### config.mk
export PLATFORM = sky130hd
export DESIGN_NAME = i2c_rr_arbiter
export DESIGN_NICKNAME = d
export VERILOG_FILES = /design/src/rtl/i2c_rr_arbiter.sv
export SDC_FILE = /design/constraint.sdc
export NUM_CORES = 1
export LEC_CHECK = 0
export CAP_MARGIN = 20
export CORE_MARGIN = 3
export CORE_UTILIZATION = 40
export CTS_CLUSTER_DIAMETER = 40
export DETAILED_ROUTE_END_ITERATION = 7
export HOLD_SLACK_MARGIN = 0.05
export PLACE_DENSITY = 0.78
export SYNTH_ARGS = -nofsm -noshare
export SYNTH_HDL_FRONTEND = slang
export SYNTH_SLANG_ARGS = --single-unit
export TNS_END_PERCENT = 100
### constraint.sdc
create_clock -name i_clk -period 4.1 [get_ports i_clk]
set_clock_uncertainty 0.15 [all_clocks]
set_input_delay 0.82 -clock i_clk [delete_from_list [all_inputs] [get_ports i_clk]]
set_output_delay 0.82 -clock i_clk [all_outputs]
set_load 0.05 [all_outputs]
### src/rtl/i2c_rr_arbiter.sv
// Round-robin arbiter that shares one I2C master controller among NUM_REQ clients.
// Latches the winner's transaction fields, strobes start, and reports done/timeout.
module i2c_rr_arbiter #(
  parameter int NUM_REQ        = 4,
  parameter int TIMEOUT_CYCLES = 4096
) (
  input  logic                   i_clk,
  input  logic                   i_nrst,
  input  logic [NUM_REQ-1:0]     i_req,
  input  logic [7*NUM_REQ-1:0]   i_addr_bus,
  input  logic [NUM_REQ-1:0]     i_rw_bus,
  input  logic [8*NUM_REQ-1:0]   i_data_bus,
  input  logic [3*NUM_REQ-1:0]   i_word_cnt_bus,
  output logic [NUM_REQ-1:0]     o_grant,
  output logic [NUM_REQ-1:0]     o_done,
  output logic [NUM_REQ-1:0]     o_timeout,
  output logic                   o_busy,
  output logic                   o_ctl_start,
  output logic [6:0]             o_ctl_addr,
  output logic                   o_ctl_rw,
  output logic [7:0]             o_ctl_data,
  output logic [2:0]             o_ctl_word_cnt,
  input  logic                   i_ctl_finished
);

  // state | meaning
  // IDLE  | pick next requester from ptr upward, latch its fields
  // START | one-cycle start strobe, timer cleared
  // WAIT  | wait for controller finished or timer terminal count
  // DONE  | one-cycle done/timeout pulse to owner, advance ptr

  localparam int IW = $clog2(NUM_REQ);
  localparam int TW = $clog2(TIMEOUT_CYCLES) + 1;
  localparam logic [IW:0]   NR     = (IW+1)'(NUM_REQ);
  localparam logic [IW-1:0] LAST   = IW'(NUM_REQ - 1);
  localparam logic [TW-1:0] T_LAST = TW'(TIMEOUT_CYCLES - 1);

  typedef enum logic [1:0] {IDLE = 2'd0, START = 2'd1, WAIT = 2'd2, DONE = 2'd3} state_t;

  state_t          state_q, state_d;
  logic [IW-1:0]   ptr_q, ptr_d;
  logic [IW-1:0]   owner_q, owner_d;
  logic [TW-1:0]   timer_q, timer_d;
  logic            to_q, to_d;
  logic [6:0]      addr_q, addr_d;
  logic            rw_q, rw_d;
  logic [7:0]      data_q, data_d;
  logic [2:0]      wc_q, wc_d;

  logic [IW-1:0]   win;
  logic            win_vld;
  logic [IW:0]     cand;
  logic [6:0]      addr_sel;
  logic            rw_sel;
  logic [7:0]      data_sel;
  logic [2:0]      wc_sel;
  logic [NUM_REQ-1:0] owner_oh;

  // Descending scan so the smallest offset from ptr is written last and wins.
  always_comb begin
    win     = '0;
    win_vld = 1'b0;
    cand    = '0;
    for (int i = NUM_REQ - 1; i >= 0; i--) begin
      cand = {1'b0, ptr_q} + (IW+1)'(i);
      if (cand >= NR) cand = cand - NR;
      if (i_req[cand[IW-1:0]]) begin
        win     = cand[IW-1:0];
        win_vld = 1'b1;
      end
    end
  end

  always_comb begin
    addr_sel = '0;
    rw_sel   = 1'b0;
    data_sel = '0;
    wc_sel   = '0;
    for (int k = 0; k < NUM_REQ; k++) begin
      if (win == IW'(k)) begin
        addr_sel = i_addr_bus[7*k +: 7];
        rw_sel   = i_rw_bus[k];
        data_sel = i_data_bus[8*k +: 8];
        wc_sel   = i_word_cnt_bus[3*k +: 3];
      end
    end
  end

  always_comb begin
    state_d = state_q;
    ptr_d   = ptr_q;
    owner_d = owner_q;
    timer_d = timer_q;
    to_d    = to_q;
    addr_d  = addr_q;
    rw_d    = rw_q;
    data_d  = data_q;
    wc_d    = wc_q;
    case (state_q)
      IDLE: begin
        if (win_vld) begin
          owner_d = win;
          addr_d  = addr_sel;
          rw_d    = rw_sel;
          data_d  = data_sel;
          wc_d    = wc_sel;
          state_d = START;
        end
      end
      START: begin
        timer_d = '0;
        state_d = WAIT;
      end
      WAIT: begin
        if (timer_q != '1) timer_d = timer_q + 1'b1;
        // finished wins over a coincident timeout
        if (i_ctl_finished) begin
          to_d    = 1'b0;
          state_d = DONE;
        end else if (timer_q == T_LAST) begin
          to_d    = 1'b1;
          state_d = DONE;
        end
      end
      DONE: begin
        ptr_d   = (owner_q == LAST) ? '0 : owner_q + 1'b1;
        state_d = IDLE;
      end
      default: state_d = IDLE;
    endcase
  end

  always_ff @(posedge i_clk) begin
    if (!i_nrst) begin
      state_q <= IDLE;
      ptr_q   <= '0;
      owner_q <= '0;
      timer_q <= '0;
      to_q    <= 1'b0;
      addr_q  <= '0;
      rw_q    <= 1'b0;
      data_q  <= '0;
      wc_q    <= '0;
    end else begin
      state_q <= state_d;
      ptr_q   <= ptr_d;
      owner_q <= owner_d;
      timer_q <= timer_d;
      to_q    <= to_d;
      addr_q  <= addr_d;
      rw_q    <= rw_d;
      data_q  <= data_d;
      wc_q    <= wc_d;
    end
  end

  assign owner_oh       = {{(NUM_REQ-1){1'b0}}, 1'b1} << owner_q;
  assign o_busy         = (state_q != IDLE);
  assign o_ctl_start    = (state_q == START);
  assign o_grant        = (state_q != IDLE) ? owner_oh : '0;
  assign o_done         = (state_q == DONE && !to_q) ? owner_oh : '0;
  assign o_timeout      = (state_q == DONE && to_q) ? owner_oh : '0;
  assign o_ctl_addr     = addr_q;
  assign o_ctl_rw       = rw_q;
  assign o_ctl_data     = data_q;
  assign o_ctl_word_cnt = wc_q;

endmodule

==> flow_summary.yaml, run 1 <==
run_status:
  outcome: "complete, no violations"
floorplan:
  die_y_um: 84.3
  core-area_sq_um: 5710
  die_x_um: 84.3
  die_area_sq_um: 7110
  core.rowCount: 27
  io-pin-count: 116
  initial_core_util: 0.430
timing:
  post-route-period-util: 0.774
  hold_viol_final: 0
  fin_setup_tns_ns: 0
  slew_headroom: 0.501
  drv_slew: 0
  final.setup.worst_slack_ns: 0.928
  worstMarginPinSlew_ns: 0.749
  finalSetupViolCount: 0
  max_freq_ghz: 0.315
  rsz0062_at_grt: "no"
  fin_crit_ns: 3.17
logic_synthesis:
  yosysSeqAreaShare: 0.318
  synth.distinct_cells: 46
  synth_nets: 354
  ys_seq_elements: 39
  synth_edf_count: 0
  dominantRegCellSynth: "dfxtp_1"
  netlist_area_sq_um: 2450
  syn_inst: 261
  ys_async_sr_fraction: 0
  syn_area_per_cell_sq_um: 9.41
  yosys_warnings: 0
layout:
  antennaDiodeCount: 0
  fin_nets: 467
  drive_above_1_share: 0.0693
  syn_to_final_growth_pct: 51.0
  final_util: 0.649
global_route:
  track_usage: 0.183
  grt_pass1_wl_um: 10800
  antenna_found_initial: 0
  grt_max_degree: 39
  grt_pass1_vias: 2261
  grt_overflow: 0
worst_hold_path:
  holdCritStartpoint: "o_ctl_data[1]"
  worst_hold_path_type: "flip-flop to flip-flop"
  worstHoldPathCells: 2
  holdPathEnd: "o_ctl_data[1]"
route:
  ant_nets: 0
  routed_via_density: 5.16
  drtPass1Iterations: 4
  vias: 2307
  drt_wl_total_um: 6540
  wl_per_cell_um: 14.6
  drcViolationCount: 0
  drt-initial-drc-count: 87
cts:
  numCtsBuffers: 5
  clkSinkCount: 39
  cts.clk_slew.worst_paths_ns: 0.07
  hold_buffers: 0
  postCtsSetupBuffers: 0
  cts_resized: 0
  cts_root_buf: "clkbuf_8"
  htree_levels: 2
  worstSkewPairLatency_ns: 0.29
  clock_path_buffers: 2
  cts_tree: "built"
power:
  leakage_nw: 1.34
  p_total_mw: 1.75
  powerDensity_nw_per_um2: 472
  peakVddDrop_v: 0.000292
placement:
  place_ws_ns: 1.04
  place_hpwl_um: 5100
  io_buffers: 115
  gp_congestion: 0.805
worst_setup_path:
  r2r-start: "state_q[0]"
  cp_max_fo: 7
  arrival_ns: 2.20
  critPathLaunchType: "flip-flop"
  ff2ff_path_depth: 6
  cp.required_ns: 3.13
  reg2reg_slack_ns: 1.95
  critPathKind: "flip-flop to primary output"
  regToRegEndpoint: "timer_q[7]"
  cp-end-kind: "primary output"
flow_run:
  cap_violations: 0
-- metrics by stage --
| step | hold slack (ns) | instances | area, sq um |
|---|---|---|---|
| floorplan | 0.340 | 261 | 2450 |
| global placement | 0.294 | 438 | 3620 |
| detailed placement | 0.300 | 439 | 3630 |
| CTS | 0.321 | 447 | 3710 |
| global route | 0.350 | 447 | 3710 |
| finish | 0.321 | 447 | 3710 |
-- where the power goes --
part	switching, mW	internal (mW)	leakage, nW
logic	0.602	0.372	0.981
clock network	0.134	0.120	0.0422
registers	0.0553	0.466	0.319
-- cells in the mapped netlist, types with 2 or more instances --
master    number  area [sq um]
o221ai_2      11           165
a21oi_1        6          30.0
a211oi_1       2          15.0
nand2b_1       2          12.5
clkbuf_1       3          11.3
and4_1         3          26.3
and3_1         4          25.0
nand2_1       28           105
nand4_1        5          31.3
o21ai_1        3          15.0
nor2_1        21          78.8
and2_1         5          31.3
inv_1         14          52.6
dfxtp_1       39           781
nand3_1        3          15.0
o221ai_1       8          70.1
mux2i_1       42           420
ha_1          10           125
o21ai_0        2          10.0
buf_4          4          30.0
o22ai_1        2          12.5
a31oi_1        2          12.5
xor2_1         3          26.3
nor3_1         2          10.0
xnor2_1        7          61.3
nor2b_1        9          56.3
nor4_1         2          12.5
-- flip-flops by register name, summed over array words and instances, names as in the netlist --
signal and flops:
o_ctl_word_cnt 3, to_q 1, o_ctl_addr 7, owner_q 2, o_ctl_rw 1, timer_q 13, o_ctl_data 8, state_q 2
ptr_q 2
-- cells in the final DEF (no fill, tap or decap), types with 3 or more instances in the layout --
cell	Yosys	routed
clkdlybuf4s50_1	0	115
mux2i_1	42	42
dfxtp_1	39	39
nand2_1	28	28
nor2_1	21	21
inv_1	14	14
o221ai_2	11	11
ha_1	10	10
nor2b_1	9	9
o221ai_1	8	8
xnor2_1	7	7
a21oi_1	6	6
and2_1	5	5
nand4_1	5	5
clkbuf_8	0	5
and3_1	4	4
and4_1	3	3
nand3_1	3	3
o21ai_1	3	3
xor2_1	3	3
-- worst max-delay path, cell delays in order, from the launching register on --
cell	delay, ns
dfxtp_1	0.39
ha_1	0.30
nor2b_1	0.25
and2_1	0.16
clkdlybuf4s50_1	0.80
-- worst max-delay path by stage --
stage               start                end  slack [ns]  depth (start not counted)
5_1_grt        state_q[0]          o_done[1]        0.79                          4
6_report       state_q[1]          o_done[1]        0.93                          4
3_3_place_gp     i_req[1]  o_ctl_word_cnt[1]        1.11                          7
2_1_floorplan  state_q[0]         o_grant[0]        1.72                          3
4_1_cts        state_q[1]          o_done[1]        0.90                          4
3_5_place_dp     i_req[1]      o_ctl_addr[2]        1.04                          7
-- final cells by class --
cell class / count / area (sq um)
clock buffer: 7 / 76.3
sequential: 39 / 781
clock inverter: 1 / 5.00
fill: 491 / 2000
multi-input combinational: 196 / 1530
inverter: 15 / 56.3
tap: 72 / 90.1
timing repair buffer: 117 / 1170
-- per-layer routing --
metal	global-route usage	routed length, um
met4	0.0547	127
met1	0.227	2740
met3	0.0432	383
met5	0	0
met2	0.316	3280
-- cells by family (layout without fill, tap and decap cells) --
logic type                 count (synthesis)  in the layout  share of synthesized area
DFF                                       39             39                      0.318
buffers and inverters                     26            140                     0.0606
xor gates and xnor gates                  10             10                     0.0357
adders and majority gates                 10             10                     0.0510
AOI/OAI and AO/OA                         47             47                      0.180
and+or+nand+nor                           87             87                      0.183
muxes                                     42             42                      0.171
(Power assumes the default switching activity.)
==> run 2, diff against run 1 <==
==> constraint.sdc (replaced) <==
create_clock -name i_clk -period 3.1 [get_ports i_clk]
set_clock_uncertainty 0.15 [all_clocks]
set_input_delay 0.62 -clock i_clk [delete_from_list [all_inputs] [get_ports i_clk]]
set_output_delay 0.62 -clock i_clk [all_outputs]
set_load 0.05 [all_outputs]
==> flow_summary.yaml, run 2 (synthesis results as in run 1) <==
floorplan:
  core.rowCount: 27
  die_area_sq_um: 7110
  core-area_sq_um: 5710
  io-pin-count: 116
  die_x_um: 84.3
  die_y_um: 84.3
  initial_core_util: 0.430
route:
  vias: 2279
  routed_via_density: 5.09
  ant_nets: 0
  wl_per_cell_um: 14.2
  drt_wl_total_um: 6380
  drtPass1Iterations: 4
  drcViolationCount: 0
  drt-initial-drc-count: 65
global_route:
  grt_overflow: 0
  use_met1: 0.218
  gr-usage-met2: 0.296
  grt_pass1_vias: 2174
  top_usage_layer: "met2"
  grt_pass1_wl_um: 10400
  track_usage: 0.176
  met3_usage: 0.0491
  grt_max_degree: 39
  antenna_found_initial: 0
layout:
  layout_common_cells: "115 x clkdlybuf4s50_1, 42 x mux2i_1, 39 x dfxtp_1"
  final_util: 0.656
  fin_nets: 468
  seq_area_sq_um: 781
  antennaDiodeCount: 0
  num-fill-cells: 500
  syn_to_final_growth_pct: 52.6
  regMostFlops: "timer_q"
  drive_above_1_share: 0.0745
  final_common_cell: "clkdlybuf4s50_1"
  multi_input_area_sq_um: 1530
  largest_reg_flops: 13
timing:
  hold_viol_final: 0
  rsz0062_at_grt: "no"
  drv_slew: 0
  slew_headroom: 0.638
  worstMarginPinSlew_ns: 0.541
  max_freq_ghz: 0.344
  post-route-period-util: 0.938
  finalSetupViolCount: 0
  final.setup.worst_slack_ns: 0.192
  fin_setup_tns_ns: 0
  fin_crit_ns: 2.91
power:
  leakage_nw: 1.36
  peakVddDrop_v: 0.000439
  powerDensity_nw_per_um2: 630
worst_setup_path:
  cp-end-kind: "primary output"
  crit_path_max_incr_delay_ns: 0.80
  cp_cell_sequence: "ha_1 -> nor2b_1 -> and2_1 -> clkdlybuf4s50_1"
  critPathSlowestCell: "clkdlybuf4s50_1"
  arrival_ns: 2.14
  critPathKind: "flip-flop to primary output"
  path_buf_inv: 1
  critPathLaunchType: "flip-flop"
  cp.required_ns: 2.33
  cpLargestDelayFamily: "buffers and inverters"
  reg2reg_slack_ns: 0.93
  cp_max_fo: 7
cts:
  worstSkewPairLatency_ns: 0.29
  cts_tree: "built"
  hold_buffers: 0
  htree_levels: 2
  numCtsBuffers: 5
  cts_resized: 0
  clock_path_buffers: 2
  cts.clk_slew.worst_paths_ns: 0.08
  postCtsSetupBuffers: 0
  cts_root_buf: "clkbuf_8"
  clkSinkCount: 39
flow_run:
  cap_violations: 0
run_status:
  outcome: "complete, no violations"
worst_hold_path:
  worst_hold_path_type: "flip-flop to flip-flop"
placement:
  place_hpwl_um: 4940
  place_ws_ns: 0.475
  io_buffers: 115
  gp_congestion: 0.792
## run 2: changes by cell type in the layout (fill, tap and decap cells not counted), sizes merged
cell	before	now
clkinv	1	0
clkbuf	7	8
buf	2	3
## run 2: final timing paths
check | start | to | cells after the start
hold reg to reg | o_ctl_addr[5] | o_ctl_addr[5] | 2
setup / recovery | state_q[0] | o_done[2] | 4
setup reg to reg | state_q[0] | timer_q[7] | 6
hold / removal | o_ctl_addr[5] | o_ctl_addr[5] | 2
## run 2: metal layers
metal  wire length (um)  share of wire  vias to the layer above
li1                   -              -                     1174
met5                  0              0                        -
met4                103          0.016                        0
met1               2750           0.43                     1029
met3                423          0.066                        9
met2               3110           0.49                       67
## run 2: power by group
group          total, mW  internal (mW)  leakage (nW)  switching, mW
Combinational       1.30          0.501         0.989          0.794
Clock              0.377          0.203        0.0515          0.174
Sequential         0.687          0.616         0.319         0.0710
## run 2: cell type report
| type | instances | area share |
|---|---|---|
| Multi-Input combinational cell | 196 | 0.409 |
| Timing Repair Buffer | 118 | 0.317 |
| Sequential cell | 39 | 0.208 |
| Clock buffer | 8 | 0.0267 |
| Tap cell | 72 | 0.0240 |
| Inverter | 15 | 0.0150 |
## run 2: metrics by stage
stage          std cells  cell area (sq um)  power, mW  hold WS (ns)
6_report             448               3750       2.36         0.313
3_5_place_dp         440               3650       2.00         0.299
4_1_cts              448               3750       2.38         0.318
5_1_grt              448               3750       2.49         0.343
3_3_place_gp         440               3650       1.99         0.293
2_1_floorplan        261               2450       1.57         0.340
## run 2: worst min-delay path, stage by stage (launching register included)
cell	delay (ns)
dfxtp_1	0.33
nand2_1	0.06
o221ai_2	0.05
